## src/rtl/if_id_lmsm_seq.sv

```systemverilog
// IF/ID pipeline register with an LM/SM micro-sequencer.
// Ordinary instructions pass through with one cycle of latency. An LM/SM
// carrying N list bits in IR[7:0] is replayed as N beats. Each beat clears
// the lowest remaining list bit, so decode always picks the next register
// by lowest-set-bit priority. Fetch is held while more than one beat remains.
//
// Handshake: fetch presents in_valid/in_IR/in_PC. The word is consumed at a
// rising edge only when fetch_hold is low at that edge. While fetch_hold is
// high, fetch must keep PC and its instruction unchanged. The register
// ignores in_* whenever a sequence is pending or stall is high.
//
// The sequencer state is implicit in the held instruction:
// SEQ == pending (a valid LM/SM with two or more list bits left), PASS otherwise.
module if_id_lmsm_seq #(
  parameter logic [15:0] NOP_IR = 16'hF000
) (
  input  logic        clk,
  input  logic        reset_n,
  input  logic        in_valid,
  input  logic [15:0] in_IR,
  input  logic [15:0] in_PC,
  input  logic        stall,
  input  logic        flush,
  output logic [15:0] IR,
  output logic [15:0] fromPipe1PC,
  output logic        valid,
  output logic [2:0]  lmsm_index,
  output logic        lmsm_last,
  output logic        fetch_hold
);

  logic [15:0] ir_q, ir_d;
  logic [15:0] pc_q, pc_d;
  logic        valid_q, valid_d;
  logic [2:0]  idx_q, idx_d;

  logic [7:0]  list;
  logic [3:0]  list_cnt;
  logic        is_lmsm;
  logic        pending;
  logic        in_is_lmsm;

  // State register: asynchronous reset drops any sequence in progress.
  always_ff @(posedge clk or negedge reset_n) begin
    if (!reset_n) begin
      ir_q    <= NOP_IR;
      pc_q    <= 16'h0000;
      valid_q <= 1'b0;
      idx_q   <= 3'd0;
    end else begin
      ir_q    <= ir_d;
      pc_q    <= pc_d;
      valid_q <= valid_d;
      idx_q   <= idx_d;
    end
  end

  // Decode the held instruction: list popcount and the implicit SEQ state.
  always_comb begin
    list     = ir_q[7:0];
    list_cnt = 4'd0;
    for (int i = 0; i < 8; i++) begin
      list_cnt = list_cnt + {3'b000, list[i]};
    end
    is_lmsm    = valid_q && (ir_q[15:13] == 3'b011);
    pending    = is_lmsm && (list_cnt >= 4'd2);
    in_is_lmsm = (in_IR[15:13] == 3'b011);
  end

  // Next-state logic. Priority: flush, stall, sequencing, then fetch load.
  always_comb begin
    ir_d    = ir_q;
    pc_d    = pc_q;
    valid_d = valid_q;
    idx_d   = idx_q;
    if (flush) begin
      ir_d    = NOP_IR;
      valid_d = 1'b0;
      idx_d   = 3'd0;
    end else if (!stall) begin
      if (pending) begin
        // Clear the lowest set list bit. Bit 8 and the opcode stay untouched.
        ir_d[7:0] = list & (list - 8'd1);
        idx_d     = idx_q + 3'd1;
      end else if (in_valid) begin
        pc_d  = in_PC;
        idx_d = 3'd0;
        if (in_is_lmsm && (in_IR[7:0] == 8'h00)) begin
          // An empty register list does no work. Record its PC behind a bubble.
          ir_d    = NOP_IR;
          valid_d = 1'b0;
        end else begin
          ir_d    = in_IR;
          valid_d = 1'b1;
        end
      end else begin
        ir_d    = NOP_IR;
        valid_d = 1'b0;
        idx_d   = 3'd0;
      end
    end
  end

  // Outputs: registered fields plus combinational beat/hold status.
  always_comb begin
    IR          = ir_q;
    fromPipe1PC = pc_q;
    valid       = valid_q;
    lmsm_index  = idx_q;
    lmsm_last   = is_lmsm && (list_cnt == 4'd1);
    fetch_hold  = stall || (pending && !flush);
  end

endmodule

```

## config.mk

```make
export PLATFORM = sky130hd
export DESIGN_NAME = if_id_lmsm_seq
export DESIGN_NICKNAME = d
export VERILOG_FILES = /design/src/rtl/if_id_lmsm_seq.sv
export SDC_FILE = /design/constraint.sdc
export NUM_CORES = 1
export LEC_CHECK = 0
export BUFFER_PORTS_ARGS = -buffer_cell sky130_fd_sc_hd__buf_4
export CAP_MARGIN = 0
export CORE_ASPECT_RATIO = 1.2
export CORE_MARGIN = 10
export CORE_UTILIZATION = 44
export CTS_CLUSTER_DIAMETER = 60
export CTS_CLUSTER_SIZE = 25
export DETAILED_ROUTE_END_ITERATION = 8
export GPL_TIMING_DRIVEN = 0
export PLACE_DENSITY = 0.83
export SLEW_MARGIN = 20
export SYNTH_ARGS = -nofsm -noshare
export SYNTH_HDL_FRONTEND = slang
export SYNTH_SLANG_ARGS = --single-unit
```

## constraint.sdc

```tcl
create_clock -name clk -period 3.7 [get_ports clk]
set_input_delay 0.555 -clock clk [delete_from_list [all_inputs] [get_ports clk]]
set_output_delay 0.555 -clock clk [all_outputs]
set_load 0.005 [all_outputs]
```

# After elaboration in Yosys (flattened, before gate mapping)
# Index checks and enable logic that the tools add are counted.
# word_totals
mem_bits_rw	0
n_memories	0
latch_bits	0
output_inout_bits	38
rom_bits	0
regBits	36
# classes
n_div	0
shift	0
n_mul	0
n_mux	14
eq_ne	5
bitwise_logic	4
n_reduce_logical	10
addsub	9
order_cmp	1
# op_table
operator	count
16-bit 2-to-1 mux	4
4-bit by 1-bit adder with 4-bit output	4
8-bit 2-to-1 mux	2
3-bit 2-to-1 mux	3
8-bit bitwise AND	1
8-bit logical NOT	1
8-bit by 1-bit subtractor with 8-bit output (second input constant)	1
3-bit by 2-bit equality test with 1-bit output (second input constant)	2
1-bit logical AND	5
1-bit 2-to-1 mux	5
3-bit by 1-bit adder with 4-bit output	1
4-bit by 1-bit equality test with 1-bit output (second input constant)	1
4-bit by 2-bit >= comparator with 1-bit output (second input constant)	1
4-bit AND reduction	1
2-bit by 1-bit adder with 3-bit output	1
3-bit by 1-bit adder with 3-bit output (second input constant)	1
1-bit NOT	3
1-bit by 1-bit adder with 2-bit output	1
2-bit by 1-bit inequality test with 1-bit output (second input constant)	1
2-bit inequality test (second input constant)	1
2-bit AND reduction	1
1-bit logical NOT	1
1-bit logical OR	1

# Logic depth before layout (Yosys ltp)
# logic_depth
word_depth	12
ltp_mapped	12

# Worst setup path after synthesis
# Ideal clock, no wire load.
# synth_path
path_kind	register -> output
startpoint	register ir_q[0] (netlist: IR[0])
endpoint	output port fetch_hold
slack_ps	-329
t_required_ps	3145
stages_incl_launch_ff	12
arrival_ps	3474
n_path_buf	1
cell_sequence	dfrtp_1 inv_1 fa_1 fa_1 fa_1 inv_1 ha_1 fa_1 a21oi_1 a211oi_4 buf_2 a21o_1
# synth_via
elab_chain_len	11
# synth_rtl
element	line_no	rtl
start: declaration	32	logic [15:0] ir_q, ir_d;
start signal: assignment	51	ir_q <= ir_d;
1-bit by 1-bit adder with 2-bit output	63	list_cnt = list_cnt + {3'b000, list[i]};
2-bit by 1-bit adder with 3-bit output	63	
3-bit by 1-bit adder with 4-bit output	63	
4-bit by 1-bit adder with 4-bit output (4 in series)	63	
4-bit by 2-bit >= comparator with 1-bit output	66	pending = is_lmsm && (list_cnt >= 4'd2);
1-bit logical AND	66	
1-bit logical AND	111	fetch_hold = stall || (pending && !flush);
1-bit logical OR	111	
end: declaration	29	output logic fetch_hold
# No other way between the ends.

# Final worst setup path
# layout_path
startpoint	register ir_q[3] (netlist: IR[3])
endpoint	output port fetch_hold
# layout_via
elab_chain_len	9
# layout_rtl
element	line_no
3-bit by 1-bit adder with 4-bit output	63
4-bit by 1-bit adder with 4-bit output (4 in series)	63
4-bit by 2-bit >= comparator with 1-bit output	66
1-bit logical AND	66
1-bit logical AND	111
1-bit logical OR	111
# No other way between the ends.

==> key figures <==
Yosys
  • Number of synthesized flops with an enable pin: 0
  • Mapped cell area: 1920 um^2
  • Asr flop ratio synth: 100%
  • Register bit total from synthesis: 36
  • Most used DFF post-synth: dfrtp_1
  • Syn nets: 213
  • Cells after synthesis: 166
  • Mean Syn Cell Area: 11.6 um^2
  • Synth Warn #: 0
  • Seq/Total Area, Yosys: 47.1%
  • Netlist cell types: 41

Setup path
  • Top cell by count, worst path: fa_1
  • Crit-path max FO: 3
  • CP delay by family, top: adder cells
  • CP bufs+invs: 4
  • Slowest Stage Delay on Critical Path: 0.61 ns
  • Req. time, crit path: 3.14 ns
  • Worst-path cell chain: inv_2 -> fa_1 -> fa_1 -> fa_1 -> inv_2 -> ha_4 -> fa_2 -> a21oi_4 -> a211oi_4 -> buf_6 -> a21o_1 -> buf_4
  • Critical path class: register to output port
  • Critical Path End Type: output port
  • Slowest cell on crit path: fa_2
  • Type of origin of the critical path: register
  • Worst EP arrival: 3.74 ns

GRT
  • Initial antenna violation count: 0
  • GRT overflow: 0
  • Largest net degree at the start of global routing: 37
  • First-pass GRT wire length: 9020 um
  • Number of global-route vias before repair: 1867
  • Total GRT Usage: 15.2%

Power
  • Comb pwr share: 27.2%
  • P_sw: 277 uW
  • Cell Int Power: 758 uW
  • Reg power frac: 44.6%
  • PD cells: 321 nW/um^2
  • Maximum vdd drop: 296 uV
  • P_leak: 1.59 nW
  • Clock share of power: 28.2%
  • Sw frac: 26.7%

STA
  • Final worst hold slack: 0.226 ns
  • Final period utilization: 116%
  • Final Skew: 0.00667 ns
  • Final Hold Viols: 0
  • Setup Viol. Count Final: 38
  • Post-route setup slack: -0.591 ns
  • Slew HR: 29.7%
  • RSZ-0062 raised after global routing: true
  • Fmax: 233 MHz
  • Fin crit period: 4.29 ns
  • Worst Tran Pin Value: 1.05 ns
  • Max Slew Vio Count: 0

Routing
  • DRC Markers: 0
  • Via-to-Cell Ratio: 5.53
  • Wirelength per Cell: 20.6 um
  • Total Routed Length: 6970 um
  • 1st-iter DRT viols: 144
  • Final ANT Viol Nets: 0
  • Via count: 1870
  • Number of iterations in the first detailed-routing pass: 4

Floorplan
  • Ports: 75
  • Die X: 80.4 um
  • Chip height: 92.4 um
  • Effective utilization at floorplan: 45.5%
  • Core Area: 4230 um^2
  • DIE AREA: 7430 um^2
  • FP Rows: 26

Clock tree
  • Clk root buf: clkbuf_8
  • H-tree Lvls: 2
  • CTS Buffer Depth: 2
  • Reg clk slew, reported paths: 0.07 ns
  • Num Clock Sinks: 36
  • Cts hold-fix bufs: 0
  • Clk Latency, worst-skew pair: 0.29 ns
  • Total CTS buffers: 5
  • CTS tree: yes

Status
  • Status: finished, violations left
  • Failing checks: negative setup slack

Finish
  • Final nets: 328
  • Fillers: 261
  • Layout cell share with drive strength beyond 1: 61.3%
  • Fin util: 76.2%
  • Commonest non-fill, non-tap cell in the layout: buf_4
  • Area Overhead vs Synth: 67.7%
  • Most frequent cells in the layout: buf_4, dfrtp_1, mux2_4, buf_6, nand2_1
  • # diodes: 0

Placed design
  • Port Buffer Count: 74
  • RD Place Congestion: 0.885
  • DPL Wire Length: 4130 um

Hold path
  • HP Class: input port to asynchronous set/reset pin

Job
  • Max cap viols: 0
## power groups by stage
stage / clock, mW / sequential [mW] / combinational (mW)
floorplan: 0 / 0.469 / 0.104
global placement: 0 / 0.467 / 0.229
detailed placement: 0 / 0.467 / 0.234
CTS: 0.292 / 0.461 / 0.243
global route: 0.317 / 0.467 / 0.301
finish: 0.292 / 0.462 / 0.282
## metal layers
layer,track usage [%],routed length (um),vias to the layer above
met1,16.6,2500,929
met2,24.8,3580,96
met4,6.76,248,0
li1,-,-,823
met3,6.67,643,22
met5,0,0,-
## sequential cells by signal (all words and copies together), names as in the netlist
register     flops
IR              16
fromPipe1PC     16
lmsm_index       3
valid            1
## cell families after synthesis
kind of cell / after synthesis / synth area share [%]
flops: 36 / 47.1
simple gates: 48 / 14.3
fa+ha+maj: 10 / 8.07
compound gates: 30 / 11.3
buf+inv: 20 / 4.88
mux: 22 / 14.4
## synthesized netlist by cell type, types with 2 or more instances
| master | number | share of area [%] |
|---|---|---|
| a21oi_1 | 7 | 1.8 |
| a22oi_1 | 4 | 1.6 |
| buf_2 | 2 | 0.52 |
| clkbuf_1 | 3 | 0.59 |
| dfrtp_1 | 32 | 42 |
| dfstp_2 | 4 | 5.5 |
| fa_1 | 4 | 4.2 |
| ha_1 | 6 | 3.9 |
| inv_1 | 13 | 2.5 |
| mux2_2 | 9 | 5.3 |
| mux2_4 | 9 | 7.0 |
| mux2i_1 | 4 | 2.1 |
| nand2_1 | 13 | 2.5 |
| nand2b_1 | 2 | 0.65 |
| nand3_1 | 2 | 0.52 |
| nor2_1 | 9 | 1.8 |
| nor2b_1 | 4 | 1.3 |
| nor3_1 | 3 | 0.78 |
| nor4_1 | 4 | 1.3 |
| o211ai_1 | 4 | 1.6 |
| o21ai_0 | 4 | 1.0 |
| o22ai_1 | 2 | 0.65 |
| o311ai_1 | 3 | 1.4 |
| or4_1 | 2 | 0.78 |
## what timing repair did
item | in CTS | in global routing
setup buffers | 8 | 24
pin swaps | 4 | 9
gates resized for setup | 10 | 49
setup endpoints to repair | 37 | 37
gates cloned | 0 | 2
## cell type report
cell class / count / area [um^2] / area share (%)
Multi-Input combinational cell: 110 / 1110 / 34.5
Buffer: 6 / 57.6 / 1.79
Tap cell: 56 / 70.1 / 2.17
Timing Repair Buffer: 108 / 933 / 28.9
Sequential cell: 36 / 908 / 28.2
Inverter: 14 / 52.6 / 1.63
Clock buffer: 8 / 90.1 / 2.79
## through the flow
step                setup TNS (ns)  instances  setup WS (ns)  area, um^2  total power, mW
finish                      -11.59        338         -0.591        3220             1.04
global route                -14.56        338         -0.676        3220             1.09
CTS                          -2.91        312         -0.528        2780            0.995
detailed placement           -7.71        296         -0.505        2600            0.701
global placement             -6.11        296         -0.454        2600            0.695
floorplan                    -1.54        166         -0.189        1970            0.573
## worst paths after layout
path | to | slack [ns] | startpoint | cells past startpoint
min in group clk | fromPipe1PC[14]$_DFFE_PN0P_ | 0.49 | in_PC[14] | 2
max | fetch_hold | -0.59 | IR[3]$_DFFE_PN0N_ | 12
max in group asynchronous | IR[15]$_DFFE_PN1P_ | 3.12 | reset_n | 1
min | IR[4]$_DFFE_PN0N_ | 0.23 | reset_n | 1
max reg2reg | IR[10]$_DFFE_PN0P_ | -0.47 | IR[3]$_DFFE_PN0N_ | 19
min reg2reg | fromPipe1PC[9]$_DFFE_PN0P_ | 0.51 | fromPipe1PC[9]$_DFFE_PN0P_ | 1
No activity file was read; power rests on OpenSTA's default activity.
